`src/rtl/keypad_scanner_pkg.sv`:
```
// Shared keypad definitions: matrix geometry, key_code field layout, FSM states
// and the row priority encoder.
package keypad_scanner_pkg;

  localparam int ROWS = 4;
  localparam int COLS = 4;

  localparam int ROW_MSB = 3;
  localparam int ROW_LSB = 2;
  localparam int COL_MSB = 1;
  localparam int COL_LSB = 0;

  typedef logic [1:0] state_t;

  localparam state_t SCAN       = 2'd0;
  localparam state_t PRESS_DB   = 2'd1;
  localparam state_t HOLD       = 2'd2;
  localparam state_t RELEASE_DB = 2'd3;

  // Lowest-numbered low row wins; caller guarantees at least one bit is low.
  function automatic logic [1:0] low_row(input logic [ROWS-1:0] rows);
    logic [1:0] r;
    r = 2'd0;
    for (int i = ROWS - 1; i >= 0; i--) begin
      if (!rows[i]) r = 2'(i);
    end
    return r;
  endfunction

endpackage

```
`src/rtl/keypad_scanner_sync_2ff.sv`:
```
// Two-flop synchroniser for asynchronous level inputs; resets to all ones so
// idle pulled-up lines read inactive.
module sync_2ff #(
  parameter int WIDTH = 1
) (
  input  logic             clk,
  input  logic             rst_n,
  input  logic [WIDTH-1:0] d,
  output logic [WIDTH-1:0] q
);

  logic [WIDTH-1:0] meta_q;
  logic [WIDTH-1:0] sync_q;

  always_ff @(posedge clk or negedge rst_n) begin
    if (!rst_n) begin
      meta_q <= '1;
      sync_q <= '1;
    end else begin
      meta_q <= d;
      sync_q <= meta_q;
    end
  end

  assign q = sync_q;

endmodule

```
`src/rtl/keypad_scanner.sv`:
```
// 4x4 matrix keypad scanner: walks an active-low column, debounces press and
// release on the latched row, and emits one key_valid strobe per keystroke.
module keypad_scanner
  import keypad_scanner_pkg::*;
#(
  parameter int SCAN_DIV     = 1000,
  parameter int DEBOUNCE_CNT = 20000
) (
  input  logic       clk,
  input  logic       rst_n,
  input  logic [3:0] row_in,
  output logic [3:0] col_out,
  output logic [3:0] key_code,
  output logic       key_valid
);

  localparam int CNT_MAX = (SCAN_DIV > DEBOUNCE_CNT) ? SCAN_DIV : DEBOUNCE_CNT;
  localparam int CNT_W   = $clog2(CNT_MAX);

  localparam logic [CNT_W-1:0] DWELL_LAST = CNT_W'(SCAN_DIV - 1);
  localparam logic [CNT_W-1:0] DB_LAST    = CNT_W'(DEBOUNCE_CNT - 1);

  logic [ROWS-1:0]  rows_s;
  state_t           state_q, state_d;
  logic [1:0]       col_q, col_d;
  logic [1:0]       row_q, row_d;
  logic [CNT_W-1:0] dwell_q, dwell_d;
  logic [CNT_W-1:0] db_q, db_d;
  logic [3:0]       key_code_q, key_code_d;
  logic             key_valid_q, key_valid_d;
  logic             row_bit;

  sync_2ff #(.WIDTH(ROWS)) u_row_sync (
    .clk   (clk),
    .rst_n (rst_n),
    .d     (row_in),
    .q     (rows_s)
  );

  assign row_bit = rows_s[row_q];

  always_comb begin
    state_d     = state_q;
    col_d       = col_q;
    row_d       = row_q;
    dwell_d     = dwell_q;
    db_d        = db_q;
    key_code_d  = key_code_q;
    key_valid_d = 1'b0;

    case (state_q)
      SCAN: begin
        if (dwell_q >= DWELL_LAST) begin
          dwell_d = '0;
          if (rows_s != {ROWS{1'b1}}) begin
            row_d   = low_row(rows_s);
            db_d    = '0;
            state_d = PRESS_DB;
          end else begin
            col_d = col_q + 2'd1;
          end
        end else begin
          dwell_d = dwell_q + 1'b1;
        end
      end

      PRESS_DB: begin
        if (row_bit) begin
          state_d = SCAN;
          col_d   = col_q + 2'd1;
          dwell_d = '0;
        end else if (db_q >= DB_LAST) begin
          key_valid_d                  = 1'b1;
          key_code_d[ROW_MSB:ROW_LSB]  = row_q;
          key_code_d[COL_MSB:COL_LSB]  = col_q;
          state_d                      = HOLD;
        end else begin
          db_d = db_q + 1'b1;
        end
      end

      HOLD: begin
        if (row_bit) begin
          db_d    = '0;
          state_d = RELEASE_DB;
        end
      end

      RELEASE_DB: begin
        // A low reading here is contact bounce on the same key, not a new press.
        if (!row_bit) begin
          state_d = HOLD;
        end else if (db_q >= DB_LAST) begin
          state_d = SCAN;
          col_d   = col_q + 2'd1;
          dwell_d = '0;
        end else begin
          db_d = db_q + 1'b1;
        end
      end

      default: state_d = SCAN;
    endcase
  end

  always_ff @(posedge clk or negedge rst_n) begin
    if (!rst_n) begin
      state_q     <= SCAN;
      col_q       <= 2'd0;
      row_q       <= 2'd0;
      dwell_q     <= '0;
      db_q        <= '0;
      key_code_q  <= 4'b0000;
      key_valid_q <= 1'b0;
    end else begin
      state_q     <= state_d;
      col_q       <= col_d;
      row_q       <= row_d;
      dwell_q     <= dwell_d;
      db_q        <= db_d;
      key_code_q  <= key_code_d;
      key_valid_q <= key_valid_d;
    end
  end

  for (genvar gi = 0; gi < COLS; gi++) begin : g_col_drive
    assign col_out[gi] = (col_q != 2'(gi));
  end

  assign key_code  = key_code_q;
  assign key_valid = key_valid_q;

endmodule

```
`config.mk`:
```
export PLATFORM = sky130hd
export DESIGN_NAME = keypad_scanner
export DESIGN_NICKNAME = d
export VERILOG_FILES = /design/src/rtl/keypad_scanner_pkg.sv /design/src/rtl/keypad_scanner_sync_2ff.sv /design/src/rtl/keypad_scanner.sv
export SDC_FILE = /design/constraint.sdc
export NUM_CORES = 1
export LEC_CHECK = 0
export BUFFER_PORTS_ARGS = -buffer_cell sky130_fd_sc_hd__buf_2
export CAP_MARGIN = 0
export CORE_ASPECT_RATIO = 1.1
export CORE_MARGIN = 8
export CORE_UTILIZATION = 60
export DETAILED_ROUTE_END_ITERATION = 16
export HOLD_SLACK_MARGIN = 0.08
export PLACE_DENSITY = 0.9
export REMOVE_ABC_BUFFERS = 1
export SYNTH_ARGS = -nofsm -noshare
export SYNTH_HDL_FRONTEND = slang
export SYNTH_SLANG_ARGS = --single-unit
```
`constraint.sdc`:
```
create_clock -name clk -period 2.9 [get_ports clk]
set_input_delay 0.29 -clock clk [delete_from_list [all_inputs] [get_ports clk]]
set_output_delay 0.29 -clock clk [all_outputs]
set_load 0.01 [all_outputs]
```
# After elaboration in Yosys (flattened, before gate mapping)
# Cells that the tools add are included.
word_totals:
  ff_bits: 49
  inputBits: 6
  wordCells: 76
op_classes:
  n_addsub: 3
  magnitude_cmp: 3
  eq_ne: 17
  muxes: 34
  bitwise: 1
  reduce_logical: 9
op_table:
  columns: ["op", "n"]
  rows:
  - ["$mux 15", 9]
  - ["$pmux 15 s4", 1]
  - ["$pmux 15 s3", 1]
  - ["$mux 2", 16]
  - ["$add 15x1->15 const B", 2]
  - ["$ne 2x2->1 const B", 10]
  - ["$ge 15x10->1 const B", 1]
  - ["$ge 15x15->1 const B", 1]
  - ["$reduce_and 5->1", 2]
  - ["$pmux 2 s4", 1]
  - ["$ne 3x3->1 const B", 2]
  - ["$pmux 2 s3", 1]
  - ["$reduce_and 3->1", 2]
  - ["$reduce_and 6->1", 1]
  - ["$eq 2x2->1 const B", 2]
  - ["$mux 1", 4]
  - ["$ne 4x4->1 const B", 1]
  - ["$reduce_and 4->1", 1]
  - ["$lt 2x3->1 const B", 1]
  - ["$reduce_bool 3->1", 1]
  - ["$add 2x1->2 const B", 1]
  - ["$bmux 1 s2", 1]
  - ["$eq 2x1->1 const B", 1]
  - ["$logic_not 2->1", 1]
  - ["other kinds (3)", 3]

# Longest topological paths before layout
# Gate-level depths: netlist (run 1).
logic_depth:
  ltp_word: 4
  mapped_depth: 9
  ltp_nobuf: 8

# By module
# A second synthesis (run 1) with hierarchy kept.
hier_totals:
  hier_cells: 248
  area_unflattened_um2: 2528.7
by_module_without_submodules:
  columns: ["module", "n_inst", "cells_each", "area_per_inst_um2"]
  rows:
  - ["keypad_scanner", 1, 240, 2318.5]
  - ["sync_2ff", 1, 8, 210.2]

# Worst setup path before layout (run 1)
# OpenSTA, ideal clock, no wires.
synth_path:
  path_type: "flip-flop to flip-flop"
  startpoint: "reg dwell_q[0]"
  endpoint: "reg db_q[9]"
  setup_ns: 0.066
  t_arrival_ns: 2.299
  path_slack_ns: 0.535
  stages_incl_launch_ff: 9
  path_buffers: 1
  synth_period_minus_slack_ns: 2.365
  path_cell_list: "dfrtp_1 ha_1 a211o_1 o211ai_1 a2111oi_2 or2_1 clkbuf_1 or4_1 nand2_1"
synth_via:
  elab_chain_cells: 3
synth_rtl:
  columns: ["element", "line", "text"]
  rows:
  - ["start: declaration", "keypad_scanner.sv:27", "logic [CNT_W-1:0] dwell_q, dwell_d;"]
  - ["start signal: assignment", "keypad_scanner.sv:119", "dwell_q <= dwell_d;"]
  - ["$ge 15x10->1", "keypad_scanner.sv:53", "if (dwell_q >= DWELL_LAST) begin"]
  - ["$ne 2x2->1 (no source line)", null, null]
  - ["$reduce_and 5->1 (no source line)", null, null]
  - ["end signal: assignment", "keypad_scanner.sv:112", "db_q <= '0;"]
  - ["end signal: assignment", "keypad_scanner.sv:120", "db_q <= db_d;"]
  - ["end: declaration", "keypad_scanner.sv:28", "logic [CNT_W-1:0] db_q, db_d;"]
# No other way between the ends.
# A chain may end at the register's enable or synchronous reset.

# Worst setup path after layout (run 1)
# Same ends and word-level chain as after synthesis.

==> flow_summary.json, run 1 <==
{
  "status": "finished clean",
  "relSlewSlack": 0.309,
  "crit_slowest_cell": "or4_1",
  "wl_met3_um": 171,
  "clk_pin_slew_ns": 0.09,
  "ys_seq_area_frac": 0.514,
  "antenna_found_initial": 0,
  "cpPeakStageDelay_ns": 0.53,
  "netlist_area_um2": 2400,
  "power-per-cell-area_nw_per_um2": 428,
  "area_growth_pct": 9.99,
  "setup_ws_ns": 0.346,
  "start_kind": "flip-flop",
  "grt_pass1_wl_um": 8050,
  "antenna_cells": 0,
  "max_freq_mhz": 392,
  "core_um2": 3900,
  "avgSynthCellArea_um2": 10.0,
  "vias_per_cell": 5.93,
  "period_minus_slack_ns": 2.55,
  "routed_wl_um": 4690,
  "ir_drop_uv": 256,
  "skew_ns": 0.0128,
  "die-area_um2": 6290,
  "ant_nets": 0,
  "drv_slew": 0,
  "rsz0062_at_grt": "no",
  "grt_max_degree": 50,
  "top_layer": "met4",
  "crit_path_end_kind": "flip-flop",
  "yosys_warnings": 0,
  "synth_cell_types": 48,
  "start_util": 0.616,
  "crit_type": "flip-flop to flip-flop",
  "cts_tree": "yes",
  "async_flop_share": 1.00,
  "cts_setup_buffers": 0,
  "crit_arrival_ns": 2.79,
  "dp_cells": 301,
  "timing.hold.ws_ns": 0.0989,
  "hpwlAfterDp_um": 3390,
  "netlist.area_leader.share": 0.427,
  "synth-seq-cells": 49,
  "drtIter0Drc": 127,
  "rows": 24,
  "wl_met1_um": 1970,
  "finalCritPeriodShare": 0.881,
  "mostFrequentLayoutCells": "dfrtp_1 (41), o21ai_0 (27), nand2_1 (25), nor2_1 (17), buf_2 (14)",
  "clock_sinks": 49,
  "cp_cell_sequence": "ha_1 > a211o_1 > o211ai_1 > a2111oi_2 > or2_1 > or4_1 > nand2_1",
  "syn_inst": 240,
  "vias": 1851,
  "fp.dieW_um": 76.3,
  "globalplace.congestion": 0.896,
  "root_buffer": "clkbuf_8",
  "synth_edf_count": 0,
  "cts.path.max_buffers": 2,
  "worst_slew_pin_slew_ns": 1.04,
  "hold_class": "input port to flip-flop",
  "remaining_drc_errors": 0,
  "fin_cells": 312,
  "numCtsBuffers": 5,
  "layout-drive-gt1-share": 0.165,
  "finalSetupViolations": 0,
  "worstSkewPairLatency_ns": 0.30,
  "drt_first_pass_iters": 4,
  "ioPinCount": 15,
  "die_y_um": 82.4,
  "hold_viol": 0,
  "synth_top_area_cell": "dfrtp_1",
  "crit_path_max_fanout": 6,
  "grt.total_usage": 0.157,
  "grt_pass1_vias": 1800,
  "synth_flop_cell": "dfrtp_1",
  "final_common_cell": "dfrtp_1",
  "wire_per_inst_um": 15.0,
  "drv_cap": 0,
  "nets": 271,
  "wl_met2_um": 2480,
  "nFillCells": 299,
  "yosys-top-cells-area": "dfrtp_1 (43%), dfstp_2 (8.7%), o21ai_0 (5.6%)",
  "portBuffers": 14,
  "required_ns": 3.14,
  "overflow": 0,
  "leakage_nw": 1.23,
  "ctsHtreeMaxLevel": 2,
  "fin_tns_setup_ns": 0,
  "dp_slack_ns": 0.399
}
[metrics by stage]
| stage | cell area (um2) | power, mW | util |
|---|---|---|---|
| 6_report | 2640 | 1.13 | 0.677 |
| 5_1_grt | 2640 | 1.17 | 0.677 |
| 4_1_cts | 2640 | 1.14 | 0.677 |
| 3_5_place_dp | 2520 | 0.733 | 0.646 |
| 3_3_place_gp | 2520 | 0.731 | 0.646 |
| 2_1_floorplan | 2360 | 0.714 | - |
[final timing paths]
check	start	end	slack [ns]	cells past startpoint
min in group asynchronous	rst_n	key_valid	0.16	1
max in group asynchronous	rst_n	db_q[5]	2.08	1
min	row_in[3]	u_row_sync.meta_q[3]	0.1	1
max	dwell_q[0]	db_q[9]	0.35	7
min reg2reg	u_row_sync.meta_q[0]	u_row_sync.q[0]	0.36	0
max reg2reg	dwell_q[0]	db_q[9]	0.35	7
[critical path, delay by kind of cell, from the launching register on]
family | cells | cell delay [ns]
DFF | 1 | 0.42
AOI/OAI and AO/OA | 3 | 0.89
and+or+nand+nor | 3 | 0.95
adders and majority gates | 1 | 0.25
[layout make-up]
class,instances,area [um2],share of cell area
inverter,13,48.8,0.0185
clock buffer,7,86.3,0.0327
sequential,49,1240,0.468
clock inverter,1,7.51,0.00284
multi-input combinational,170,1080,0.407
tap,52,65.1,0.0246
timing repair buffer,20,123,0.0464
[metal layers]
metal | up-vias | track usage
met5 | - | 0
met4 | 0 | 0.0673
met3 | 5 | 0.0357
met2 | 43 | 0.284
met1 | 905 | 0.178
li1 | 898 | -
[flip-flops by register name, indices dropped and copies added (netlist names), named ones only]
name / count
u_row_sync.q: 4
dwell_q: 15
state_q: 1
key_valid: 1
col_q: 2
row_q: 2
db_q: 15
key_code: 4
u_row_sync.meta_q: 4
[cells by family after synthesis]
kind of cell / synth area share
flops: 0.514
mux: 0.0234
fa+ha+maj: 0.0312
buf+inv: 0.0375
compound gates: 0.187
simple gates: 0.199
xor+xnor: 0.00729
[report_power, final]
part	switching (mW)	internal, mW	total [mW]
logic	0.0177	0.00779	0.0255
clock network	0.216	0.194	0.410
registers	0.00343	0.693	0.696
[repair_timing]
item / in CTS / in global routing
gates resized for setup: 0 / 0
hold endpoints to repair: 3 / 0
hold buffers: 3 / 0
[cells in the mapped netlist (2+ instances only)]
master and n:
inv_1 13, or4_1 3, nand3_1 9, or3_1 3
dfstp_2 8, dfrtp_1 41, nor4_1 2, o31ai_1 6
ha_1 6, buf_2 3, nor3b_1 2, a22o_1 2
and3_1 9, nor3_1 3, o21ai_0 27, nor2_1 17
a41oi_1 3, nand2_1 25, a31oi_1 7, clkbuf_1 4
and2_1 5, o211ai_1 3, nand2b_1 2, a21oi_1 9
nand4_1 3, mux2_2 3
No activity file was read; power rests on OpenSTA's default activity.
==> run 2, diff against run 1 <==
--- a/config.mk
+++ b/config.mk
@@ -9,11 +9,12 @@
 export CAP_MARGIN = 0
 export CORE_ASPECT_RATIO = 1.1
 export CORE_MARGIN = 8
-export CORE_UTILIZATION = 60
+export CORE_UTILIZATION = 64
 export DETAILED_ROUTE_END_ITERATION = 16
 export HOLD_SLACK_MARGIN = 0.08
-export PLACE_DENSITY = 0.9
+export PLACE_DENSITY = 0.94
 export REMOVE_ABC_BUFFERS = 1
+export SKIP_LAST_GASP = 1
 export SYNTH_ARGS = -nofsm -noshare
 export SYNTH_HDL_FRONTEND = slang
 export SYNTH_SLANG_ARGS = --single-unit
==> constraint.sdc (replaced) <==
create_clock -name clk -period 3.1 [get_ports clk]
set_input_delay 0.31 -clock clk [delete_from_list [all_inputs] [get_ports clk]]
set_output_delay 0.31 -clock clk [all_outputs]
set_load 0.01 [all_outputs]
==> flow_summary.json, run 2 (same netlist as run 1, synthesis figures left out) <==
{
  "crit_arrival_ns": 2.80,
  "status": "finished clean",
  "nFillCells": 249,
  "finalSetupViolations": 0,
  "ioPinCount": 15,
  "reg_top3": "db_q: 15 flops, dwell_q: 15 flops",
  "fin_util": 0.721,
  "grt_use_met2": 0.319,
  "met1_usage": 0.207,
  "vias_per_cell": 6.17,
  "drtIter0Drc": 161,
  "finalCritPeriodShare": 0.825,
  "root_buffer": "clkbuf_8",
  "drt_first_pass_iters": 5,
  "cts_setup_buffers": 0,
  "layout-drive-gt1-share": 0.161,
  "cts_hold_buf": 0,
  "routed_wl_um": 5000,
  "area_growth_pct": 8.75,
  "relSlewSlack": 0.307,
  "drv_cap": 0,
  "cts_resized": 0,
  "rows": 23,
  "p_total_mw": 1.13,
  "grt_pass1_vias": 1847,
  "antenna_cells": 0,
  "nets": 266,
  "grtUsageMet3": 0.0311,
  "cts_tree": "yes",
  "wire_per_inst_um": 16.4,
  "remaining_drc_errors": 0,
  "crit_path_end_kind": "flip-flop",
  "start_kind": "flip-flop",
  "rsz0062_at_grt": "no",
  "grt_max_degree": 50,
  "crit_slowest_cell": "or4_1",
  "timing.hold.ws_ns": 0.102,
  "fin_tns_setup_ns": 0,
  "start_util": 0.663,
  "fp.dieW_um": 74.4,
  "clock_sinks": 49,
  "grt_pass1_wl_um": 8450,
  "period_minus_slack_ns": 2.56,
  "leakage_nw": 1.22,
  "die_y_um": 80.3,
  "cts.path.max_buffers": 2,
  "overflow": 0,
  "dp_cells": 297,
  "portBuffers": 14,
  "hold_viol": 0,
  "core_um2": 3630,
  "final_common_cell": "dfrtp_1",
  "max_freq_mhz": 391,
  "globalplace.congestion": 0.864,
  "cp_cell_sequence": "ha_1 > a211o_1 > o211ai_1 > a2111oi_2 > or2_1 > or4_1 > nand2_1",
  "ant_nets": 0,
  "required_ns": 3.34,
  "worstSkewPairLatency_ns": 0.31,
  "drv_slew": 0,
  "die-area_um2": 5970,
  "numCtsBuffers": 5,
  "grt.total_usage": 0.182,
  "hold_class": "input port to flip-flop",
  "worst_slew_pin_slew_ns": 1.04,
  "crit_path_max_fanout": 6,
  "ir_drop_uv": 344,
  "power-per-cell-area_nw_per_um2": 432,
  "mostFrequentLayoutCells": "dfrtp_1 (41), o21ai_0 (27), nand2_1 (25), nor2_1 (17), buf_2 (14)",
  "crit_type": "flip-flop to flip-flop",
  "clk_pin_slew_ns": 0.10,
  "vias": 1883,
  "ctsHtreeMaxLevel": 2,
  "cpPeakStageDelay_ns": 0.52,
  "grt-busiest-layer": "met2",
  "skew_ns": 0.0160,
  "fin_cells": 305,
  "hpwlAfterDp_um": 3510,
  "antenna_found_initial": 0
}
run 2: cell count changes in the layout (fill, tap and decap cells not counted):
cell,before,now
buf_4,3,1
bufinv_16,0,1
clkbuf_8,6,5
clkinvlp_4,1,0
dlygate4sd3_1,3,0
inv_6,0,1
run 2: worst paths after layout:
kind,slack (ns),to,startpoint,depth (start not counted)
max,0.54,db_q[9],dwell_q[0],7
min,0.10,u_row_sync.meta_q[3],row_in[3],1
max reg2reg,0.54,db_q[9],dwell_q[0],7
min reg2reg,0.36,u_row_sync.q[2],u_row_sync.meta_q[2],0
max in group asynchronous,2.27,db_q[3],rst_n,1
min in group asynchronous,0.17,col_q[0],rst_n,1
run 2: final cells by class:
| class | instances | area, um2 | area share |
|---|---|---|---|
| Multi-Input combinational cell | 170 | 1080 | 0.412 |
| Sequential cell | 49 | 1240 | 0.473 |
| Timing Repair Buffer | 15 | 77.6 | 0.0297 |
| Inverter | 13 | 48.8 | 0.0187 |
| Tap cell | 50 | 62.6 | 0.0239 |
| Clock inverter | 2 | 38.8 | 0.0148 |
| Clock buffer | 6 | 72.6 | 0.0278 |
run 2: worst max-delay path: cells and delay by family, from the launching register on:
family | cells | cell delay [ns]
flip-flops | 1 | 0.42
AO/OA/AOI/OAI | 3 | 0.88
adder cells (fa/ha/maj) | 1 | 0.25
AND/OR/NAND/NOR | 3 | 0.95
run 2: per-layer routing:
layer | up-vias | share of wire
li1 | 895 | -
met1 | 933 | 0.41
met2 | 47 | 0.53
met3 | 8 | 0.038
met4 | 0 | 0.020
met5 | - | 0
run 2: report_power, final:
part | internal [mW] | total [mW] | switching, mW
Sequential | 0.648 | 0.652 | 0.00339
Combinational | 0.00483 | 0.0211 | 0.0163
Clock | 0.244 | 0.457 | 0.214
Total | 0.897 | 1.13 | 0.233
run 2: per-stage QoR:
step / area [um2] / setup WS [ns]
after global routing: 2610 / 0.346
final: 2610 / 0.542
after global placement: 2500 / 0.682
after floorplan: 2360 / 0.797
after CTS: 2610 / 0.536
after detailed placement: 2500 / 0.563
==> run 3, diff against run 2 <==
--- a/config.mk
+++ b/config.mk
@@ -9,10 +9,10 @@
 export CAP_MARGIN = 0
 export CORE_ASPECT_RATIO = 1.1
 export CORE_MARGIN = 8
-export CORE_UTILIZATION = 64
+export CORE_UTILIZATION = 60
 export DETAILED_ROUTE_END_ITERATION = 16
 export HOLD_SLACK_MARGIN = 0.08
-export PLACE_DENSITY = 0.94
+export PLACE_DENSITY = 0.9
 export REMOVE_ABC_BUFFERS = 1
 export SKIP_LAST_GASP = 1
 export SYNTH_ARGS = -nofsm -noshare
==> constraint.sdc (replaced) <==
create_clock -name clk -period 2.55 [get_ports clk]
set_input_delay 0.255 -clock clk [delete_from_list [all_inputs] [get_ports clk]]
set_output_delay 0.255 -clock clk [all_outputs]
set_load 0.01 [all_outputs]
==> flow_summary.json, run 3 (same netlist as run 1, synthesis figures left out) <==
{
  "worstSkewPairLatency_ns": 0.30,
  "fin_tns_setup_ns": 0,
  "ir_drop_uv": 422,
  "die_y_um": 82.4,
  "drv_cap": 0,
  "hold_class": "input port to asynchronous set/reset pin",
  "area_growth_pct": 11.0,
  "ant_nets": 0,
  "clk_pin_slew_ns": 0.09,
  "antenna_found_initial": 0,
  "finalSetupViolations": 0,
  "mostFrequentLayoutCells": "dfrtp_1 (41), o21ai_0 (27), nand2_1 (25), nor2_1 (17), buf_2 (14)",
  "remaining_drc_errors": 0,
  "leakage_nw": 1.24,
  "crit_path_end_kind": "flip-flop",
  "vias_per_cell": 5.86,
  "relSlewSlack": 0.397,
  "reg2reg_slack_ns": 0.17,
  "start_util": 0.616,
  "root_buffer": "clkbuf_8",
  "finalCritPeriodShare": 0.934,
  "hold_viol": 0,
  "drv_slew": 0,
  "p_total_mw": 1.27,
  "final_common_cell": "dfrtp_1",
  "grt.total_usage": 0.168,
  "drtIter0Drc": 163,
  "crit_type": "flip-flop to flip-flop",
  "r2r-end": "db_q[9]",
  "status": "finished clean",
  "nets": 275,
  "grt_pass1_vias": 1885,
  "final_area_um2": 2670,
  "r2r-start": "dwell_q[0]",
  "vias": 1853,
  "rsz0062_at_grt": "no",
  "clock_sinks": 49,
  "portBuffers": 14,
  "worst_slew_pin_slew_ns": 0.905,
  "layout-drive-gt1-share": 0.174,
  "crit_path_max_fanout": 6,
  "overflow": 0,
  "ctsHtreeMaxLevel": 2,
  "period_minus_slack_ns": 2.38,
  "routed_wl_um": 4840,
  "cts.path.max_buffers": 2,
  "skew_ns": 0.00689,
  "reg_top3": "db_q: 15 flops, dwell_q: 15 flops",
  "setup_ws_ns": 0.168,
  "fp.dieW_um": 76.3,
  "grt_pass1_wl_um": 8600,
  "max_freq_mhz": 420,
  "reg2reg_depth": 7,
  "cts_tree": "yes",
  "start_kind": "flip-flop",
  "globalplace.congestion": 0.895,
  "numCtsBuffers": 5,
  "hpwlAfterDp_um": 3310,
  "crit_arrival_ns": 2.63,
  "required_ns": 2.79,
  "die-area_um2": 6290,
  "wire_per_inst_um": 15.3,
  "power-per-cell-area_nw_per_um2": 476,
  "drt_first_pass_iters": 4,
  "ioPinCount": 15,
  "core_um2": 3900,
  "rows": 24,
  "placed_area_um2": 2540,
  "grt_max_degree": 43,
  "antenna_cells": 0,
  "dp_slack_ns": 0.167
}
run 3: power breakdown:
group | total, mW | internal (mW) | switching [mW]
Sequential | 0.792 | 0.788 | 0.00403
Clock | 0.445 | 0.194 | 0.250
Combinational | 0.0322 | 0.0109 | 0.0213
Total | 1.27 | 0.993 | 0.276
run 3: stage by stage:
| stage | hold slack [ns] | std cells | utilization |
|---|---|---|---|
| finish | 0.0631 | 316 | 0.683 |
| CTS | 0.0993 | 316 | 0.683 |
| global placement | 0.346 | 304 | 0.651 |
| floorplan | -0.0406 | 232 | - |
| detailed placement | 0.348 | 304 | 0.651 |
| global route | 0.165 | 316 | 0.683 |
run 3: final cells by class:
cell class	instances	area (um2)
well taps	52	65.1
multi-input cells	170	1080
fillers	288	1240
clock buffers	7	76.3
flip-flops and latches	49	1240
repair buffers	24	155
clock inverters	1	7.51
inverters	13	48.8
run 3: timing repair:
action / 4_1_cts / 5_1_grt
hold buffers: 4 / 0
gates resized for setup: 0 / 1
endpoints found under the hold margin: 4 / 0
endpoints found under the setup margin: 0 / 3
setup buffers: 0 / 0
run 3: worst max-delay path by stage:
stage	end	slack, ns	cells past startpoint	start
floorplan	db_q[9]	0.25	7	dwell_q[0]
global placement	col_q[1]	0.29	7	db_q[0]
detailed placement	col_q[1]	0.17	7	db_q[0]
CTS	col_q[1]	0.15	7	db_q[0]
global route	col_q[1]	0.0001	7	db_q[0]
finish	db_q[9]	0.17	7	dwell_q[0]
run 3: critical path, stage by stage (launching register included):
cell and delay, ns:
dfrtp_1 0.43, ha_1 0.25, a211o_1 0.29, o211ai_1 0.24, a2111oi_2 0.17, or2_1 0.33, or4_1 0.53, nand2_1 0.08
run 3: per-layer routing:
| layer | share of wire | vias to the layer above | global-route usage |
|---|---|---|---|
| met2 | 0.52 | 52 | 0.297 |
| met3 | 0.046 | 7 | 0.0433 |
| li1 | - | 909 | - |
| met4 | 0.014 | 0 | 0.0712 |
| met1 | 0.42 | 885 | 0.194 |
| met5 | 0 | - | 0 |
